===== config.mk =====
export PLATFORM = sky130hd
export DESIGN_NAME = rst_seq_ctrl
export DESIGN_NICKNAME = d
export VERILOG_FILES = /design/src/rtl/rst_seq_pkg.sv /design/src/rtl/cdc_sync_bit.sv /design/src/rtl/rst_seq_ctrl.sv
export SDC_FILE = /design/constraint.sdc
export NUM_CORES = 1
export LEC_CHECK = 0
export CAP_MARGIN = 20
export CORE_MARGIN = 1.5
export CORE_UTILIZATION = 55
export CTS_CLUSTER_SIZE = 20
export DETAILED_ROUTE_END_ITERATION = 10
export PLACE_DENSITY = 0.83
export SLEW_MARGIN = 10
export SYNTH_ARGS = -nofsm -noshare
export SYNTH_HDL_FRONTEND = slang
export SYNTH_SLANG_ARGS = --single-unit

===== constraint.sdc =====
create_clock -name clk -period 2.2 [get_ports clk]
set_clock_uncertainty 0.2 [all_clocks]
set_input_delay 0.44 -clock clk [delete_from_list [all_inputs] [get_ports clk]]
set_output_delay 0.44 -clock clk [all_outputs]
set_load 0.05 [all_outputs]

===== src/rtl/rst_seq_pkg.sv =====
// Shared types and helpers for the reset sequencer.
// The optional lock watchdog in rst_seq_ctrl is enabled by defining RST_SEQ_WDOG_EN.
package rst_seq_pkg;

    localparam int FAULT_CNT_W = 8;

    typedef enum logic [2:0] {
        WAIT_LOCK,
        DEBOUNCE,
        RELEASE,
        RUN,
        FLUSH
    } seq_state_e;

    // Width that holds 0..value-1, never narrower than one bit.
    function automatic int clog2w(input int value);
        int width;
        width = 1;
        while ((1 << width) < value) begin
            width++;
        end
        return width;
    endfunction

endpackage


===== src/rtl/cdc_sync_bit.sv =====
// Multi-flop synchronizer for a single asynchronous level; resets to 0.
module cdc_sync_bit #(
    parameter int STAGES = 3
) (
    input  logic clk,
    input  logic arst_n,
    input  logic d,
    output logic q
);

    logic [STAGES-1:0] sync_reg;

    always_ff @(posedge clk or negedge arst_n) begin
        if (!arst_n) begin
            sync_reg <= '0;
        end else begin
            sync_reg <= {sync_reg[STAGES-2:0], d};
        end
    end

    assign q = sync_reg[STAGES-1];

endmodule


===== src/rtl/rst_seq_ctrl.sv =====
// Lock-driven reset sequencer: releases N_DOM synchronous resets in ascending order.
// Define RST_SEQ_WDOG_EN to add the lock watchdog (wdog_to, pll_rst_req).
module rst_seq_ctrl
    import rst_seq_pkg::*;
#(
    parameter int N_DOM       = 3,
    parameter int STAGE_DLY   = 16,
    parameter int LOCK_DEB    = 8,
    parameter int SYNC_STAGES = 3
`ifdef RST_SEQ_WDOG_EN
    ,
    parameter int WDOG_CYC    = 4096
`endif
) (
    input  logic                   clk,
    input  logic                   arst_n,
    input  logic                   lock_async,
    input  logic                   sw_rst_req,
    output logic [N_DOM-1:0]       dom_srst,
    output logic                   all_rdy,
    output logic                   lock_lost,
    output logic [FAULT_CNT_W-1:0] fault_cnt
`ifdef RST_SEQ_WDOG_EN
    ,
    output logic                   wdog_to,
    output logic                   pll_rst_req
`endif
);

    localparam int DEB_W = clog2w(LOCK_DEB);
    localparam int DLY_W = clog2w(STAGE_DLY);
    localparam int STG_W = clog2w(N_DOM);

    localparam logic [DEB_W-1:0]       DEB_LAST  = DEB_W'(LOCK_DEB - 1);
    localparam logic [DLY_W-1:0]       DLY_LAST  = DLY_W'(STAGE_DLY - 1);
    localparam logic [STG_W-1:0]       STG_LAST  = STG_W'(N_DOM - 1);
    localparam logic [FAULT_CNT_W-1:0] FAULT_MAX = '1;

    logic lock_s;

    seq_state_e             state_reg, state_next;
    logic [DEB_W-1:0]       deb_cnt_reg, deb_cnt_next;
    logic [DLY_W-1:0]       dly_cnt_reg, dly_cnt_next;
    logic [STG_W-1:0]       stage_reg, stage_next;
    logic [N_DOM-1:0]       dom_srst_reg, dom_srst_next;
    logic                   all_rdy_reg, all_rdy_next;
    logic                   lock_lost_reg, lock_lost_next;
    logic [FAULT_CNT_W-1:0] fault_cnt_reg, fault_cnt_next;
    logic                   loss_evt;

    cdc_sync_bit #(
        .STAGES(SYNC_STAGES)
    ) u_lock_sync (
        .clk    (clk),
        .arst_n (arst_n),
        .d      (lock_async),
        .q      (lock_s)
    );

    always_ff @(posedge clk or negedge arst_n) begin
        if (!arst_n) begin
            state_reg     <= WAIT_LOCK;
            deb_cnt_reg   <= '0;
            dly_cnt_reg   <= '0;
            stage_reg     <= '0;
            dom_srst_reg  <= '1;
            all_rdy_reg   <= 1'b0;
            lock_lost_reg <= 1'b0;
            fault_cnt_reg <= '0;
        end else begin
            state_reg     <= state_next;
            deb_cnt_reg   <= deb_cnt_next;
            dly_cnt_reg   <= dly_cnt_next;
            stage_reg     <= stage_next;
            dom_srst_reg  <= dom_srst_next;
            all_rdy_reg   <= all_rdy_next;
            lock_lost_reg <= lock_lost_next;
            fault_cnt_reg <= fault_cnt_next;
        end
    end

    always_comb begin
        state_next    = state_reg;
        deb_cnt_next  = deb_cnt_reg;
        dly_cnt_next  = dly_cnt_reg;
        stage_next    = stage_reg;
        dom_srst_next = dom_srst_reg;
        all_rdy_next  = all_rdy_reg;
        loss_evt      = 1'b0;

        case (state_reg)
            WAIT_LOCK: begin
                deb_cnt_next  = '0;
                dom_srst_next = '1;
                if (lock_s) begin
                    state_next = DEBOUNCE;
                end
            end
            DEBOUNCE: begin
                // A lock drop here only restarts the debounce; it is not a fault.
                if (!lock_s) begin
                    state_next   = WAIT_LOCK;
                    deb_cnt_next = '0;
                end else if (sw_rst_req) begin
                    state_next    = FLUSH;
                    dly_cnt_next  = '0;
                    dom_srst_next = '1;
                    all_rdy_next  = 1'b0;
                end else if (deb_cnt_reg == DEB_LAST) begin
                    state_next   = RELEASE;
                    deb_cnt_next = '0;
                    stage_next   = '0;
                    dly_cnt_next = '0;
                end else begin
                    deb_cnt_next = deb_cnt_reg + DEB_W'(1);
                end
            end
            RELEASE, RUN: begin
                if (!lock_s || sw_rst_req) begin
                    loss_evt      = !lock_s;
                    state_next    = FLUSH;
                    dly_cnt_next  = '0;
                    dom_srst_next = '1;
                    all_rdy_next  = 1'b0;
                end else if (state_reg == RELEASE) begin
                    if (dly_cnt_reg == DLY_LAST) begin
                        dom_srst_next[stage_reg] = 1'b0;
                        dly_cnt_next             = '0;
                        if (stage_reg == STG_LAST) begin
                            state_next   = RUN;
                            all_rdy_next = 1'b1;
                        end else begin
                            stage_next = stage_reg + STG_W'(1);
                        end
                    end else begin
                        dly_cnt_next = dly_cnt_reg + DLY_W'(1);
                    end
                end
            end
            FLUSH: begin
                if (dly_cnt_reg == DLY_LAST) begin
                    state_next   = WAIT_LOCK;
                    dly_cnt_next = '0;
                end else begin
                    dly_cnt_next = dly_cnt_reg + DLY_W'(1);
                end
            end
            default: begin
                state_next    = WAIT_LOCK;
                dom_srst_next = '1;
                all_rdy_next  = 1'b0;
            end
        endcase
    end

    // A counted lock loss wins over a same-cycle software clear.
    always_comb begin
        lock_lost_next = lock_lost_reg;
        fault_cnt_next = fault_cnt_reg;
        if (loss_evt) begin
            lock_lost_next = 1'b1;
            if (fault_cnt_reg != FAULT_MAX) begin
                fault_cnt_next = fault_cnt_reg + FAULT_CNT_W'(1);
            end
        end else if (sw_rst_req) begin
            lock_lost_next = 1'b0;
        end
    end

    assign dom_srst  = dom_srst_reg;
    assign all_rdy   = all_rdy_reg;
    assign lock_lost = lock_lost_reg;
    assign fault_cnt = fault_cnt_reg;

`ifdef RST_SEQ_WDOG_EN
    localparam int                WDOG_W    = clog2w(WDOG_CYC);
    localparam logic [WDOG_W-1:0] WDOG_LAST = WDOG_W'(WDOG_CYC - 1);

    logic [WDOG_W-1:0] wdog_cnt_reg;
    logic              wdog_to_reg;
    logic              pll_req_reg;
    logic [1:0]        pll_cnt_reg;
    logic              run_entry;
    logic              waiting;

    assign run_entry = (state_next == RUN) && (state_reg != RUN);
    assign waiting   = (state_reg == WAIT_LOCK) || (state_reg == DEBOUNCE);

    // pll_rst_req stays high for the trigger cycle plus three countdown cycles.
    always_ff @(posedge clk or negedge arst_n) begin
        if (!arst_n) begin
            wdog_cnt_reg <= '0;
            wdog_to_reg  <= 1'b0;
            pll_req_reg  <= 1'b0;
            pll_cnt_reg  <= '0;
        end else begin
            if (run_entry) begin
                wdog_cnt_reg <= '0;
                wdog_to_reg  <= 1'b0;
            end else if (waiting) begin
                if (wdog_cnt_reg == WDOG_LAST) begin
                    wdog_cnt_reg <= '0;
                    wdog_to_reg  <= 1'b1;
                end else begin
                    wdog_cnt_reg <= wdog_cnt_reg + WDOG_W'(1);
                end
            end

            if (waiting && !run_entry && (wdog_cnt_reg == WDOG_LAST)) begin
                pll_req_reg <= 1'b1;
                pll_cnt_reg <= 2'd3;
            end else if (pll_cnt_reg != 2'd0) begin
                pll_cnt_reg <= pll_cnt_reg - 2'd1;
            end else begin
                pll_req_reg <= 1'b0;
            end
        end
    end

    assign wdog_to     = wdog_to_reg;
    assign pll_rst_req = pll_req_reg;
`else
    // Without the watchdog the sequencer waits in WAIT_LOCK indefinitely.
`endif

endmodule

* Word level (Yosys, flattened, before mapping)
Index checks and enable logic that the tools add are counted.
** Storage, ports and cells
- Output and inout bits :: 13
- Bits of input ports :: 4
- Register bits after elaboration :: 28
- Word-level logic and storage cells :: 107
** Cells by class
- Mux-type cells :: 47
- Eq/ne operators :: 24
- Bitwise logic cells :: 4
- $lt $le $gt $ge :: 2
- Add/subtract/negate cells :: 4
- Reductions and logical operators :: 17
** Operators by type and width (number)
- $mux 3 :: 17
- $mux 4 :: 6
- $ne 2x2->1 const B :: 8
- $ne 3x3->1 const B :: 5
- $mux 2 :: 7
- $pmux 3 s4 :: 1
- $pmux 4 s3 :: 1
- $reduce_and 6->1 :: 2
- $mux 1 :: 10
- $pmux 3 s3 :: 1
- $add 8x1->8 const B :: 1
- $ne 8x8->1 const B :: 1
- $reduce_and 8->1 :: 1
- $eq 3x2->1 const B :: 2
- $eq 3x3->1 const B :: 2
- $pmux 3 s2 :: 1
- $reduce_bool 2->1 :: 3
- $reduce_and 5->1 :: 1
- $add 4x1->4 const B :: 1
- $eq 4x4->1 const B :: 1
- $ne 2x1->1 const B :: 2
- $ne 4x4->1 const B :: 1
- $pmux 2 s2 :: 1
- $reduce_and 2->1 :: 2
- other kinds (18) :: 20

* Longest topological paths before layout
Gate-level depths: netlist of the first run.
- Depth after elaboration :: 10
- Mapped depth :: 6
- Depth with buffers taken out :: 6

* Hierarchy
From an unflattened synthesis of the first run, not the netlist that was laid out.
** Unflattened totals
- Cell total of the unflattened synthesis :: 129
- Area total of the unflattened synthesis :: 1417.6 µm²
** Modules (own cells, without submodules)
- rst_seq_ctrl :: area each 1342.5 µm², times used 1, seq. area each 629.4 µm², cells an instance 126
- cdc_sync_bit :: area each 75.1 µm², times used 1, seq. area each 75.1 µm², cells an instance 3

* Worst setup path before layout of the first run
No wires, ideal clock.
- Path type :: reg2reg
- Start :: register fault_cnt_reg[0] (netlist: fault_cnt[0])
- End :: register fault_cnt_reg[1] (netlist: fault_cnt[1])
- Data required time :: 1.872 ns
- Arrival time :: 1.680 ns
- Period minus slack after synthesis :: 2.008 ns
- Cell stages (with the launch flop) :: 5
- Path slack :: 0.192 ns
- Buffers on the path :: 0
- Setup time :: 0.128 ns
- Cell sequence :: dfrtp_1 > ha_1 > nand4_1 > o21ai_2 > mux2_1
** Between the ends
- Word-level cells in the longest chain between the ends :: 2
- Elaborated cells between the ends (all ways) :: 3
- Classes of those cells :: 1 x add/sub; 1 x eq/ne; 1 x reduce/logical
** Ends and longest elaborated chain
- start, declared :: RTL line rst_seq_ctrl.sv:48 : logic [FAULT_CNT_W-1:0] fault_cnt_reg, fault_cnt_next;
- start signal, assigned :: RTL line rst_seq_ctrl.sv:78 : fault_cnt_reg <= fault_cnt_next;
- parallel branches: the longest is 2 deep, another holds $add 8x1->8
Parallel ways; which one is timed is not known.
A chain may end at the register's enable or synchronous reset.

* Worst setup path in the final report of the first run
- Start :: register deb_cnt_reg[0]
- End :: register dly_cnt_reg[3]
** Between the ends
- Word-level cells in the longest chain between the ends :: 3
** Ends and longest elaborated chain
- start, declared :: RTL line rst_seq_ctrl.sv:42 : logic [DEB_W-1:0] deb_cnt_reg, deb_cnt_next;
- start signal, assigned :: RTL line rst_seq_ctrl.sv:72 : deb_cnt_reg <= deb_cnt_next;
- $eq 3x3->1 :: RTL line rst_seq_ctrl.sv:109 : end else if (deb_cnt_reg == DEB_LAST) begin
- $ne 3x3->1 (no source line)
- $reduce_and 4->1 (no source line)
- end signal, assigned :: RTL line rst_seq_ctrl.sv:73 : dly_cnt_reg <= dly_cnt_next;
- end, declared :: RTL line rst_seq_ctrl.sv:43 : logic [DLY_W-1:0] dly_cnt_reg, dly_cnt_next;
No other way between the ends.

==> metrics.txt, run 1 <==
Overall Global Routing Usage=0.200; Yosys cell types=49; CTS HTree Levels=1; final wirelength=2.91 mm; first-pass GRT wire length=5.03 mm; max reg flops=8; Post-Route M1 WL=1.27 mm; peak supply drop=0.000578 V; Initial Utilization=0.569; Die H=56.0 um; count of final setup violators=0; average cell area after synthesis=10.8 sq um; CTS Buf Count=3; drt wl/cell=15.1 um; diode count=0; pin count of the biggest net entering global routing=29; grt ovf=0; Final GP Congestion=0.905; Reg clk slew, reported paths=0.15 ns; min cycle time layout=2.06 ns; I/O Buffers=16; clk sinks=28; worst setup path class=reg -> reg; Via Count=1,135; Post-DP Area=1710 sq um; Async SR Flop Fraction=1.00; Clock Latency Late Sink=0.32 ns; CP required=2.23 ns; drt first pass iters=4; Post-synth EDFFs=0; DIE AREA=3130 sq um; CP Launch Type=flip-flop; Pwr Density=642 nW/um^2; Slew Viols, Final=0; FF+latch count, synth=28; I/O Pins=17; met3 wire len=100 um; period utilization=0.935; ys flop type=dfrtp_1; Hold-fix buffers, CTS=0; synth warn=0; Hold Vio Cnt, Final=0; total of max-cap violations=0; clock root cell=clkbuf_4; number of global-route vias before repair=1,190; core box area=2710 sq um; mapped cell area=1540 sq um; relative slew slack=0.666; Setup TNS Final=0 ns; Worst Path Arrival=2.09 ns; Vias/cell=5.88; Fmax=486 MHz; Layout Nets=174; Post-Syn Instances=143; DR top layer=met4; Die Wd=56.0 um; num rows=19; CTS tree=yes; DP HPWL=2.17 mm; DRC Markers=0; CP Max Fanout=6; synthesis-to-layout area growth=12.7%; Initial DRC Count=29; antenna violations before repair=0; cell area after layout=1740 sq um; Post-Syn Nets=154; Crit. End Element=flip-flop; Seq/Total Area, Yosys=0.457; Final ANT Viol Nets=0; clk buf depth=2; Leakage=0.869 nW; layout cells sized above 1=0.210; worst-margin pin slew=0.500 ns; WL met2=1.52 mm; status=completed; unrepaired setup endpoints after global routing=false; min-delay worst type=reg -> reg
worst paths after layout:
kind,slack (ns),depth (start not counted),end,start
worst max-delay path,0.14,6,dly_cnt_reg[3]$_DFFE_PN0P_,deb_cnt_reg[0]$_DFFE_PN0P_
worst min-delay path,0.18,0,u_lock_sync.sync_reg[2]$_DFF_PN0_,u_lock_sync.sync_reg[1]$_DFF_PN0_
worst max register to register,0.14,6,dly_cnt_reg[3]$_DFFE_PN0P_,deb_cnt_reg[0]$_DFFE_PN0P_
worst min register to register,0.18,0,u_lock_sync.sync_reg[2]$_DFF_PN0_,u_lock_sync.sync_reg[1]$_DFF_PN0_
max in group asynchronous,1.23,2,dom_srst[0]$_DFFE_PN1P_,arst_n
min in group asynchronous,0.26,2,dly_cnt_reg[1]$_DFFE_PN0P_,arst_n
logic make-up (layout without fill, tap and decap cells):
kind of cell               Yosys count  count (layout)  synth area share
muxes                                3               3            0.0219
and+or+nand+nor                     48              48             0.204
adders and majority gates            7               7            0.0568
DFF                                 28              28             0.457
buffers and inverters               14              33            0.0446
xor gates and xnor gates             4               4            0.0227
AOI/OAI and AO/OA                   39              39             0.193
through the flow:
stage | utilization | total power, W | hold slack (ns) | std cells | setup WS, ns
2_1_floorplan | - | 0.000856 | -0.0556 | 143 | 0.192
3_3_place_gp | 0.630 | 0.000891 | 0.135 | 189 | 0.107
3_5_place_dp | 0.630 | 0.000904 | 0.145 | 189 | 0.0199
4_1_cts | 0.639 | 0.00112 | 0.179 | 193 | 0.0198
5_1_grt | 0.641 | 0.00118 | 0.182 | 193 | 0.0472
6_report | 0.641 | 0.00111 | 0.176 | 193 | 0.143
cell type report:
class                           instances  area [sq um]
Clock buffer                            4          26.3
Sequential cell                        28           704
Inverter                               10          37.5
Multi-Input combinational cell        101           769
Tap cell                               31          38.8
Timing Repair Buffer                   19           161
Fill cell                             218           972
layer usage:
layer / vias up / GRT usage
met5: - / 0
met4: 0 / 0.0850
met3: 4 / 0.0256
met2: 27 / 0.350
met1: 552 / 0.247
li1: 552 / -
power by group:
part           total [W]  switching, W  leakage, nW  internal (W)
clock network   0.000217      0.000146       0.0150     0.0000709
logic           0.000266      0.000147        0.488      0.000119
registers       0.000631     0.0000827        0.365      0.000548
synth_stat cells (5+ instances only):
master	instances	area, sq um
dfrtp_1	25	626
nand2_1	11	41.3
inv_1	10	37.5
nor2_1	8	30.0
ha_1	7	87.6
nor2b_1	6	37.5
a21oi_1	5	25.0
a22o_1	5	43.8
o21ai_0	5	25.0
cells in the final DEF (no fill, tap or decap), drive strengths merged, types with 2 or more instances in the layout:
cell type       n
dfrtp          25
buf            13
nand2          12
inv            10
nor2            8
nor2b           8
o21ai           8
ha              7
a21oi           7
a22o            5
clkbuf          4
nor3            4
and3            3
nand3           3
mux2            3
xor2            3
dfstp           3
clkdlybuf4s50   3
nand4           3
nor3b           2
a21o            2
a32o            2
a31o            2
a41oi           2
a31oi           2
o22ai           2
dlymetal6s2s    2
nand2b          2
what timing repair did:
action                                  CTS  global route
resized for setup                         1             2
cloned                                    0             0
setup buffers                             0             0
endpoints found under the setup margin    1             2
endpoints found under the hold margin     0             0
worst max-delay path: stages, from the launching register on:
cell and delay (ns):
dfrtp_1 0.43, ha_1 0.22, ha_1 0.22, nor2b_1 0.17
o2111ai_2 0.33, a21oi_2 0.13, a32o_1 0.27
Note: power is estimated with default switching activity, not from simulation.
==> run 2: changes to the inputs <==
Settings changed: CORE_UTILIZATION 55 to 23, PLACE_DENSITY 0.83 to 0.44.
==> run 2 against run 1 <==
Clock-buffer cell count decreased by 1. Highest routed layer unchanged. Critical endpoint is now lock_lost. Die area increased by 130%. Register-to-register slack improved by 0.05 ns. Sequential power about the same. Via count about the same. Cell area increased by 5.8%. Sequential cell count unchanged. Hold slack got worse by 0.020 ns.
==> metrics.txt, run 2 (synthesis gave the netlist of run 1 again) <==
drt wl/cell=13.3 um (-12%); Via Count=1,134 (-0.088%); post-layout util=0.286 (-0.355); final wirelength=3.20 mm (+9.8%); cell area after layout=1840 sq um (+5.8%); clk buf depth=2 (unchanged); max reg flops=8 (unchanged); Die Wd=84.9 um (+52%); crit path from=lock_lost$_DFFE_PN0P_; DIE AREA=7210 sq um (+130%); synthesis-to-layout area growth=19.2%; CP Cell Sequence=clkdlybuf4s50_1; CTS tree=yes; Slowest Stage Delay on Critical Path=0.81 ns (+0.38 ns); layout cells sized above 1=0.233 (+0.0233); Crit. End Element=output pin; most frequent cells in the layout=25 x dfrtp_1, 16 x buf_4, 11 x nand2_1; CP required=1.56 ns (-0.67 ns); Slew Viols, Final=0 (unchanged); Crit path max-delay family=buffers and inverters; first-pass GRT wire length=5.51 mm (+9.6%); cts repair resizes=0 (-1); DP HPWL=2.34 mm (+7.8%); num rows=29 (+10); Post-DP Area=1770 sq um (+3.5%); worst-margin pin slew=0.502 ns (+0.00226 ns); core box area=6420 sq um (+140%); Pwr Density=720 nW/um^2 (+12%); min-delay worst type=reg -> reg; clk sinks=28 (unchanged); post-CTS setup buffers=0 (unchanged); Overall Global Routing Usage=0.0950 (-0.105); CP Launch Type=flip-flop; CTS Buf Count=3 (unchanged); status=completed; most common cell after layout, fill and taps aside=dfrtp_1; count of final setup violators=0 (unchanged); Layout Nets=175 (+0.57%); switching power=0.000413 W (+9.8%); I/O Buffers=16 (unchanged); peak supply drop=0.000222 V (-62%); Internal=0.000911 W (+23%); combinational share of power=0.206 (-0.033); Hold Vio Cnt, Final=0 (unchanged); hold wc startpoint=u_lock_sync.sync_reg[1]$_DFF_PN0_; DRC Markers=0 (unchanged); CP Max Fanout=2 (-4); clock share of power=0.318 (+0.123); Initial DRC Count=65 (+120%); Setup TNS Final=0 ns (unchanged); worst setup path class=reg -> out; Initial Utilization=0.240 (-0.329); unrepaired setup endpoints after global routing=false; number of global-route vias before repair=1,124 (-5.5%); Leakage=0.857 nW (-1.4%); Worst Path Arrival=1.46 ns (-0.63 ns); sequential power share=0.477 (-0.089); total of max-cap violations=0 (unchanged); antenna violations before repair=0 (unchanged); Buf/Inv on CP=1 (+1); clock root cell=clkbuf_8; switching share of power=0.312 (-0.0255); worst r2r src=deb_cnt_reg[0]$_DFFE_PN0P_; I/O Pins=17 (unchanged); CTS HTree Levels=1 (unchanged); diode count=0 (unchanged); grt ovf=0 (unchanged); Fmax=476 MHz (-2.1%); Vias/cell=4.73 (-20%); Final GP Congestion=0.798 (-12%); min cycle time layout=2.10 ns (+0.0431 ns); Die H=84.9 um (+52%); Hold-fix buffers, CTS=0 (unchanged); period utilization=0.955 (+0.0196); Critical Path Slowest Stage Cell=clkdlybuf4s50_1; relative slew slack=0.664 (-0.00201); Reg clk slew, reported paths=0.10 ns (-0.05 ns); Clock Latency Late Sink=0.28 ns (-0.04 ns); pin count of the biggest net entering global routing=29 (unchanged); drt first pass iters=4 (unchanged); Final ANT Viol Nets=0 (unchanged)
run 2: changes by cell type in the layout (fill, tap and decap cells not counted):
| cell | before | now |
|---|---|---|
| buf_4 | 13 | 16 |
| clkbuf_4 | 3 | 0 |
| clkbuf_8 | 0 | 3 |
| dlymetal6s2s_1 | 2 | 0 |
| bufinv_16 | 0 | 1 |
| clkbuf_1 | 1 | 0 |
| clkdlybuf4s50_1 | 3 | 4 |
| dlygate4sd2_1 | 1 | 0 |
run 2: power by group through the flow:
stage                     combinational [W]  sequential [W]  clock, W
final                              0.000272        0.000631  0.000421
after floorplan                    0.000275        0.000582         0
after detailed placement           0.000271        0.000639         0
after global placement             0.000266        0.000639         0
after global routing               0.000304        0.000638  0.000454
after CTS                          0.000272        0.000630  0.000431
run 2: area by class of cell:
class | instances | area, sq um
Sequential cell | 28 | 704
Clock inverter | 1 | 30.0
Tap cell | 77 | 96.3
Timing Repair Buffer | 20 | 160
Multi-Input combinational cell | 101 | 769
Inverter | 10 | 37.5
Clock buffer | 3 | 41.3
Fill cell | 673 | 4580
run 2: per-layer routing:
metal	global-route usage	vias to the layer above	wire (um)
li1	-	563	-
met1	0.119	549	1540
met2	0.160	18	1510
met3	0.0272	4	108
met4	0.0268	0	35
met5	0	-	0
run 2: final timing paths:
| path | endpoint | slack, ns | cells past startpoint |
|---|---|---|---|
| max in group asynchronous | dom_srst[0]$_DFFE_PN1P_ | 1.16 | 2 |
| worst max register to register | dly_cnt_reg[3]$_DFFE_PN0P_ | 0.19 | 6 |
| worst min register to register | u_lock_sync.sync_reg[2]$_DFF_PN0_ | 0.16 | 0 |
| worst max-delay path | lock_lost | 0.1 | 1 |
| worst min-delay path | u_lock_sync.sync_reg[2]$_DFF_PN0_ | 0.16 | 0 |
| min in group asynchronous | stage_reg[0]$_DFFE_PN0P_ | 0.34 | 2 |
run 2: metrics by stage:
step           worst slack (ns)  cells  total power (W)  hold slack [ns]
2_1_floorplan             0.192    143         0.000856          -0.0556
3_3_place_gp             0.0879    236         0.000906            0.134
3_5_place_dp             0.0715    236         0.000910            0.136
4_1_cts                  0.0786    240          0.00133            0.160
5_1_grt                  0.0380    240          0.00140            0.174
6_report                 0.0998    240          0.00132            0.156
